$ cat config.mk
export PLATFORM = sky130hd
export DESIGN_NAME = dmac_wr_engine
export DESIGN_NICKNAME = d
export VERILOG_FILES = /design/src/rtl/dmac_pkg.sv /design/src/rtl/dmac_burst_calc.sv /design/src/rtl/dmac_wr_engine.sv
export SDC_FILE = /design/constraint.sdc
export NUM_CORES = 1
export LEC_CHECK = 0
export BUFFER_PORTS_ARGS = -buffer_cell sky130_fd_sc_hd__buf_2
export CORE_MARGIN = 5
export CORE_UTILIZATION = 40
export CTS_CLUSTER_DIAMETER = 150
export CTS_CLUSTER_SIZE = 16
export DETAILED_ROUTE_END_ITERATION = 10
export GPL_TIMING_DRIVEN = 0
export PLACE_DENSITY = 0.67
export RECOVER_POWER = 100
export SETUP_SLACK_MARGIN = 0.5
export SYNTH_ARGS = -nofsm -noshare
export SYNTH_HDL_FRONTEND = slang
export SYNTH_SLANG_ARGS = --single-unit
$ cat constraint.sdc
create_clock -name clk -period 7.9 [get_ports clk]
set_input_delay 1.185 -clock clk [delete_from_list [all_inputs] [get_ports clk]]
set_output_delay 1.185 -clock clk [all_outputs]
set_load 0.03 [all_outputs]
$ cat src/rtl/dmac_pkg.sv
// Shared types and constants for the DMAC write engine.
// State encoding, AXI field values and burst/page limits.
package dmac_pkg;

   typedef enum logic [1:0] {
      S_IDLE,
      S_AW,
      S_W,
      S_B
   } state_t;

   localparam logic [2:0]  SIZE_4B    = 3'b010;
   localparam logic [1:0]  BURST_INCR = 2'b01;
   localparam logic [1:0]  RESP_OKAY  = 2'b00;
   localparam int          MAX_BURST  = 16;
   localparam int          PAGE_BITS  = 12;
   localparam logic [12:0] PAGE_BYTES = 13'h1000;

endpackage

$ cat src/rtl/dmac_burst_calc.sv
// Burst sizing: min(remaining, max burst, beats left in 4 KB page).
// Pure combinational; result is the AXI awlen (beats-1).
module dmac_burst_calc
   import dmac_pkg::*;
#(
   parameter int REM_W = 14,
   parameter int MAXB  = MAX_BURST
) (
   input  logic [PAGE_BITS-1:0] i_addr_lo,
   input  logic [REM_W-1:0]     i_rem,
   output logic [3:0]           o_awlen
);

   localparam int CW = (REM_W > 11) ? REM_W : 11;

   logic [10:0] w_page_beats;
   logic [4:0]  w_beats;

   // pick the smallest of the three limits
   always_comb begin
      w_page_beats = 11'((PAGE_BYTES - {1'b0, i_addr_lo}) >> 2);
      w_beats      = 5'(MAXB);
      if (CW'(i_rem) < CW'(MAXB))
         w_beats = i_rem[4:0];
      if (CW'(w_page_beats) < CW'(w_beats))
         w_beats = w_page_beats[4:0];
      o_awlen = 4'(w_beats - 5'd1);
   end

endmodule

$ cat src/rtl/dmac_wr_engine.sv
// DMAC write engine: drains the data FIFO into AXI write bursts.
// One burst outstanding at a time; bursts never cross 4 KB.
module dmac_wr_engine #(
   parameter int DATA_WIDTH = 32,
   parameter int ADDR_WIDTH = 32,
   parameter int LEN_WIDTH  = 16,
   parameter int MAX_BURST  = 16
) (
   input  logic                  clk,
   input  logic                  rst_n,
   input  logic                  start_i,
   input  logic [ADDR_WIDTH-1:0] dst_addr_i,
   input  logic [LEN_WIDTH-1:0]  byte_len_i,
   output logic                  done_o,
   output logic                  err_o,
   input  logic                  fifo_empty_i,
   output logic                  fifo_rden_o,
   input  logic [DATA_WIDTH-1:0] fifo_rdata_i,
   output logic [ADDR_WIDTH-1:0] awaddr_o,
   output logic [3:0]            awlen_o,
   output logic [2:0]            awsize_o,
   output logic [1:0]            awburst_o,
   output logic                  awvalid_o,
   input  logic                  awready_i,
   output logic [DATA_WIDTH-1:0] wdata_o,
   output logic [3:0]            wstrb_o,
   output logic                  wlast_o,
   output logic                  wvalid_o,
   input  logic                  wready_i,
   input  logic [1:0]            bresp_i,
   input  logic                  bvalid_i,
   output logic                  bready_o
);

   import dmac_pkg::*;

   localparam int REM_W = LEN_WIDTH - 2;

   state_t                r_state;
   state_t                w_next;
   logic [ADDR_WIDTH-1:0] r_addr;
   logic [ADDR_WIDTH-1:0] r_awaddr;
   logic [REM_W-1:0]      r_rem;
   logic [3:0]            r_awlen;
   logic [3:0]            r_cnt;
   logic                  r_err;

   logic [PAGE_BITS-1:0]  w_calc_lo;
   logic [REM_W-1:0]      w_calc_rem;
   logic [3:0]            w_awlen;
   logic [4:0]            w_burst_beats;
   logic                  w_idle_start;
   logic                  w_aw_hs;
   logic                  w_w_hs;
   logic                  w_last_hs;
   logic                  w_b_hs;

   // first burst is sized from the inputs, later ones from the registers
   always_comb begin
      w_calc_lo  = r_addr[PAGE_BITS-1:0];
      w_calc_rem = r_rem;
      if (r_state == S_IDLE) begin
         w_calc_lo  = dst_addr_i[PAGE_BITS-1:0];
         w_calc_rem = byte_len_i[LEN_WIDTH-1:2];
      end
   end

   dmac_burst_calc #(
      .REM_W (REM_W),
      .MAXB  (MAX_BURST)
   ) u_calc (
      .i_addr_lo (w_calc_lo),
      .i_rem     (w_calc_rem),
      .o_awlen   (w_awlen)
   );

   // state register
   always_ff @(posedge clk) begin
      if (!rst_n)
         r_state <= S_IDLE;
      else
         r_state <= w_next;
   end

   // next-state and handshake outputs
   always_comb begin
      w_next    = r_state;
      done_o    = 1'b0;
      awvalid_o = 1'b0;
      wvalid_o  = 1'b0;
      bready_o  = 1'b0;
      unique case (r_state)
         S_IDLE: begin
            done_o = 1'b1;
            if (start_i && (byte_len_i != '0))
               w_next = S_AW;
         end
         S_AW: begin
            awvalid_o = 1'b1;
            if (awready_i)
               w_next = S_W;
         end
         S_W: begin
            wvalid_o = !fifo_empty_i;
            if (!fifo_empty_i && wready_i && (r_cnt == 4'd0))
               w_next = S_B;
         end
         S_B: begin
            bready_o = 1'b1;
            if (bvalid_i)
               w_next = (r_rem != '0) ? S_AW : S_IDLE;
         end
         default: w_next = S_IDLE;
      endcase
      wlast_o     = wvalid_o && (r_cnt == 4'd0);
      fifo_rden_o = wvalid_o && wready_i;
   end

   assign w_idle_start  = (r_state == S_IDLE) && start_i;
   assign w_aw_hs       = awvalid_o && awready_i;
   assign w_w_hs        = wvalid_o && wready_i;
   assign w_last_hs     = w_w_hs && wlast_o;
   assign w_b_hs        = bready_o && bvalid_i;
   assign w_burst_beats = {1'b0, r_awlen} + 5'd1;

   // address, remaining beats, burst registers and sticky error
   always_ff @(posedge clk) begin
      if (!rst_n) begin
         r_addr   <= '0;
         r_rem    <= '0;
         r_awaddr <= '0;
         r_awlen  <= '0;
         r_cnt    <= '0;
         r_err    <= 1'b0;
      end else begin
         if (w_idle_start) begin
            r_err <= 1'b0;
            if (byte_len_i != '0) begin
               r_addr <= dst_addr_i;
               r_rem  <= byte_len_i[LEN_WIDTH-1:2];
            end
         end
         if ((w_next == S_AW) && (r_state != S_AW)) begin
            r_awaddr <= (r_state == S_IDLE) ? dst_addr_i : r_addr;
            r_awlen  <= w_awlen;
         end
         if (w_aw_hs)
            r_cnt <= r_awlen;
         if (w_w_hs)
            r_cnt <= r_cnt - 4'd1;
         if (w_last_hs) begin
            r_addr <= r_addr + ADDR_WIDTH'({w_burst_beats, 2'b00});
            r_rem  <= r_rem - REM_W'(w_burst_beats);
         end
         if (w_b_hs && (bresp_i != RESP_OKAY))
            r_err <= 1'b1;
      end
   end

   assign err_o     = r_err;
   assign awaddr_o  = r_awaddr;
   assign awlen_o   = r_awlen;
   assign awsize_o  = SIZE_4B;
   assign awburst_o = BURST_INCR;
   assign wdata_o   = fifo_rdata_i;
   assign wstrb_o   = 4'hF;

endmodule

=== After elaboration in Yosys (flattened, before gate mapping) ===
Index checks and enable logic that the tools add are counted.

* Add/sub/neg operators: 6
* $lt $le $gt $ge: 2
* Equality and inequality tests: 5
* Muxes and demuxes: 25
* Reduce and logical (&&, ||, !) cells: 22

{| class="wikitable"
|+ Operators by type and width
! cell !! number
|-
| 32-bit 2-to-1 mux || 4
|-
| 14-bit 2-to-1 mux || 4
|-
| 32-bit by 7-bit adder with 32-bit output || 1
|-
| 16-bit nonzero test || 1
|-
| 14-bit by 5-bit less-than comparator with 1-bit output (second input constant) || 1
|-
| 14-bit nonzero test || 1
|-
| 14-bit by 5-bit subtractor with 14-bit output || 1
|-
| 13-bit by 12-bit subtractor with 13-bit output (first input constant) || 1
|-
| 12-bit 2-to-1 mux || 1
|-
| 4-bit 2-to-1 mux || 3
|-
| 1-bit logical AND || 11
|-
| 11-bit by 5-bit less-than comparator with 1-bit output || 1
|-
| 2-bit nonzero test || 5
|-
| 2-bit 2-to-1 mux || 4
|-
| 2-bit one-hot mux with 4 select lines || 1
|-
| 4-bit by 1-bit subtractor with 4-bit output (second input constant) || 2
|-
| 1-bit 2-to-1 mux || 7
|-
| 4-bit by 1-bit adder with 5-bit output (second input constant) || 1
|-
| 5-bit 2-to-1 mux || 1
|-
| 2-bit by 1-bit == test with 1-bit output (second input constant) || 2
|-
| 2-bit == test (second input constant) || 2
|-
| 4-bit logical NOT || 1
|-
| 2-bit logical NOT || 1
|-
| 2-bit by 1-bit inequality test with 1-bit output (second input constant) || 1
|-
| 2 further kinds || 2
|}

* Register bits after elaboration: 89
* Input bits: 89

=== Depth between registers and ports, before layout ===
* Word-level depth: 7
* Depth in mapped cells: 19
* Gate-level depth less buffers: 16

=== Modules after synthesis ===
Synthesis repeated with hierarchy kept, for this count alone.

* Cells, all modules: 704
* Area total of the unflattened synthesis: 5749.3 µm²

{| class="wikitable"
|+ By module, submodules not included
! module !! instances !! cells each !! area each (µm²) !! sequential area each (µm²)
|-
| dmac_wr_engine || 1 || 658 || 5397.7 || 1781.7
|-
| dmac_burst_calc || 1 || 46 || 351.6 || 0.0
|}

=== Worst setup path after synthesis ===
OpenSTA, ideal clock, no wires.

* Path type: input to register
* Start: in dst_addr_i[1]
* End: reg r_awlen[2] (netlist: awlen_o[2])
* Library setup time: 0.138 ns
* Arrival time: 3.743 ns
* Path slack: 4.019 ns
* Stages on the path: 14
* Buffers on the path: 0
* Path through: nor4_1 a21oi_1 or4b_2 nand3_1 nand2_1 ha_1 a21o_1 a211o_1 nor2_1 a21oi_1 ha_1 and3_1 o211ai_1 o221ai_1

* Word-level cells in the longest chain between the ends: 5

{| class="wikitable"
|+ Ends and longest elaborated chain
! element !! RTL line !! source
|-
| start: declaration || dmac_wr_engine.sv:12 || <nowiki>input logic [ADDR_WIDTH-1:0] dst_addr_i,</nowiki>
|-
| 12-bit 2-to-1 mux (*) || dmac_wr_engine.sv:62 || <nowiki>if (r_state == S_IDLE) begin</nowiki>
|-
| 13-bit by 12-bit subtractor with 13-bit output (*) || dmac_burst_calc.sv:21 || <nowiki>w_page_beats = 11'((PAGE_BYTES - {1'b0, i_addr_lo}) >> 2);</nowiki>
|-
| 11-bit by 5-bit less-than comparator with 1-bit output || dmac_burst_calc.sv:25 || <nowiki>if (CW'(w_page_beats) < CW'(w_beats))</nowiki>
|-
| 4-bit 2-to-1 mux (*) || dmac_burst_calc.sv:25 ||
|-
| 4-bit by 1-bit subtractor with 4-bit output (*) || dmac_burst_calc.sv:27 || <nowiki>o_awlen = 4'(w_beats - 5'd1);</nowiki>
|-
| end signal: assignment || dmac_wr_engine.sv:145 || <nowiki>r_awlen <= w_awlen;</nowiki>
|-
| end: declaration || dmac_wr_engine.sv:44 || <nowiki>logic [3:0] r_awlen;</nowiki>
|}

Mark *: on every way between the ends. The rest lies on a longest branch, timed or not.
A chain may end at the register's enable or synchronous reset.

=== Final worst setup path ===
* Start: in fifo_empty_i
* End: reg r_awlen[3] (netlist: awlen_o[3])

* Word-level cells in the longest chain between the ends: 7

{| class="wikitable"
|+ Ends and longest elaborated chain
! element !! RTL line !! source
|-
| start: declaration || dmac_wr_engine.sv:16 || <nowiki>input logic fifo_empty_i,</nowiki>
|-
| 1-bit logical NOT || dmac_wr_engine.sv:105 || <nowiki>if (!fifo_empty_i && wready_i && (r_cnt == 4'd0))</nowiki>
|-
| 1-bit logical AND (2 in a row) || dmac_wr_engine.sv:105 ||
|-
| 2-bit 2-to-1 mux || dmac_wr_engine.sv:105 ||
|-
| 2-bit one-hot mux with 4 select lines || dmac_wr_engine.sv:92 || <nowiki>unique case (r_state)</nowiki>
|-
| 2-bit by 1-bit == test with 1-bit output || dmac_wr_engine.sv:143 || <nowiki>if ((w_next == S_AW) && (r_state != S_AW)) begin</nowiki>
|-
| 1-bit logical AND || dmac_wr_engine.sv:143 ||
|}

No other way between the ends.

==> impl_results.md <==
- Synth top area share: 31.7%
- IO Count: 173
- CP Capture Point: awlen_o[3]$_SDFFE_PN0P_
- Tmin final: 4140 ps
- Area growth, synth to finish: 19.8%
- Routability cong.: 0.949
- Nets: 1003
- Pwr Total: 1.53 mW
- HPWL after DPL: 14.0 mm
- Rel. slew slack: -18.5%
- GRT Max-Usage Layer: met2
- Setup TNS: 0 ps
- Flop2flop setup slack: 3890 ps
- Clk_lat worst skew: 350 ps
- Grt ovf: 0
- Synth cell types: 72
- Slew @ Worst Pin: 1780 ps
- Die X-Extent: 128 um
- RSZ-0062 raised after global routing: no
- # diodes: 0
- FMAX: 241 MHz
- First-pass GRT wire length: 28.5 mm
- Via density per instance: 5.50
- FF+latch count, synth: 89
- Pin count of the biggest net entering global routing: 15
- Yosys top cell by area: dfxtp_1
- Syn avg cell area: 7.54 sq um
- Routed wire per std cell: 17.0 um
- P per Cell Area: 227 nW/um^2
- Post-CTS resize count: 0
- Final Hold Fails: 0
- Clock slew at reported path FFs: 70 ps
- Slew Limit Fails: 11
- Fill count: 1449
- # H-tree levels: 3
- Tcrit/Tclk final: 52.4%
- Core area: 13800 sq um
- I/O Buffers: 131
- Crit Path Category: primary input to register
- Status: finished with violations
- R2R Path End: awlen_o[2]$_SDFFE_PN0P_
- Hold Buf Count CTS: 0
- Worst R2R Start: r_state[0]$_SDFF_PN0_
- Hold WC Path Type: register to register
- Grt met3 use: 3.78%
- Register area: 1780 sq um
- Die height: 128 um
- Area occupied by multi-input gates: 3260 sq um
- Initial core utilization: 40.6%
- Layout cells sized above 1: 14.1%
- Antenna-violating nets left: 0
- Overall Global Routing Usage: 21.7%
- Failing checks: capacitance limit, slew limit
- Vias in the first global route: 5448
- Clock buffer depth: 2
- Initial DRC Count: 422
- Worst Reg2Reg Path Length in Cells: 18
- Critical Path AT: 4400 ps
- Peak VDD IR: 0.111 mV
- Clk root buf: clkbuf_16
- Sequential share of the synthesized area: 31.7%
- CTS buffer count: 9
- First-pass iteration count of the detailed router: 5
- Commonest non-fill, non-tap cell in the layout: nand2_1
- Worst endpoint required time: 8160 ps
- Worst-path fanout max: 10
- Netlist Area Pre-Place: 5620 sq um
- EDFF count, synth: 0
- Post-route clock skew: 8.97 ps
- Non-filler cells, final: 1079
- CTS tree: yes
- Via count: 5932
- Max-cap violations: 1
- Synth Instances: 745
- Post-CTS setup buffers: 0
- DRC errors left: 0
- Dominant synthesized flop cell: dfxtp_1
- FFs w/ async S/R, synth: 0%
- Most frequent cells in the layout: nand2_1, clkbuf_1, dfxtp_1
- CP endpoint kind: register
- Sinks on Clock Net: 89
- Static Leak: 2.64 nW
- Worst Hold Slack: 458 ps
- Antenna violations before repair: 0
- Final setup fails: 0
- Synth warn: 0
- GRT met1 Usage: 30.8%
- Row count: 43
- Total Die Area: 16500 sq um
- Area contributors post-synth: dfxtp_1, nand2_1, buf_4
- Routed WL: 18.4 mm
- Met2 usage: 32.7%
- Worst Setup SP: fifo_empty_i
- Placed instance count: 1063
- CP Launch Type: primary input
worst max-delay path, stage by stage:
cell and delay [ps]:
buf_2 90, nor3b_1 310, and4_1 340, nor2_1 100
a221oi_1 1430, clkbuf_1 470, o311ai_0 230, o22ai_1 230
registers in the layout (all words and copies together), names as in the netlist:
signal	cells
awaddr_o	32
awlen_o	4
err_o	1
r_addr	32
r_cnt	4
r_rem	14
r_state	2
final cells by class:
type	instances	area share (%)
inverter	25	1.40
tap	180	3.35
multi-input combinational	551	48.5
sequential	89	26.5
clock buffer	13	4.02
clock inverter	3	0.707
timing repair buffer	131	8.33
buffer	87	7.18
Yosys cell counts (all sizes together) (4+ instances only):
cell type  instances
a211oi             4
a21o               6
a21oi             38
a221oi            12
a311oi            29
a31oi             18
and3              12
buf               49
clkbuf            38
dfxtp             89
ha                18
inv               25
mux2               5
mux2i              5
nand2            129
nand3             23
nand3b             4
nand4              9
nand4b             4
nor2              77
nor2b              4
nor3              15
nor4               7
o211ai             6
o21a               6
o21ai             27
o31ai              4
or3               11
xnor2             10
power by group:
group | total, mW | switching, mW | internal [mW]
combinational | 0.526 | 0.354 | 0.172
sequential | 0.549 | 0.0455 | 0.503
clock | 0.455 | 0.182 | 0.272
total | 1.53 | 0.582 | 0.948
logic make-up (layout without fill, tap and decap cells):
family                     Yosys count  after routing  share of synthesized area (%)
buffers and inverters              112            259                           10.4
and+or+nand+nor                    311            311                           25.5
AOI/OAI and AO/OA                  188            188                           23.6
DFF                                 89             89                           31.7
other                                2              9                          0.134
adders and majority gates           20             20                           4.72
xor gates and xnor gates            13             13                           2.03
muxes                               10             10                           1.89
layer usage:
| layer | up-vias | share of wire, % |
|---|---|---|
| met1 | 2715 | 46 |
| li1 | 2931 | - |
| met2 | 255 | 43 |
| met3 | 31 | 9.0 |
| met4 | 0 | 2.4 |
| met5 | - | 0 |
per-stage QoR:
stage	setup slack [ps]	util (%)	cell area [sq um]
3_5_place_dp	3500	47.2	6520
4_1_cts	3850	49.5	6840
3_3_place_gp	3480	47.2	6520
5_1_grt	3510	48.6	6730
6_report	3760	48.6	6730
2_1_floorplan	4020	-	5640
worst min-delay path by stage:
| stage | from | to | slack [ps] | depth (start not counted) |
|---|---|---|---|---|
| floorplan | r_rem[10]$_SDFFE_PN0P_ | r_rem[10]$_SDFFE_PN0P_ | 460 | 2 |
| global placement | err_o$_SDFFE_PN0P_ | err_o$_SDFFE_PN0P_ | 450 | 2 |
| detailed placement | err_o$_SDFFE_PN0P_ | err_o$_SDFFE_PN0P_ | 450 | 2 |
| CTS | err_o$_SDFFE_PN0P_ | err_o$_SDFFE_PN0P_ | 460 | 2 |
| global route | err_o$_SDFFE_PN0P_ | err_o$_SDFFE_PN0P_ | 480 | 2 |
| finish | err_o$_SDFFE_PN0P_ | err_o$_SDFFE_PN0P_ | 460 | 2 |
(Power assumes the default switching activity.)
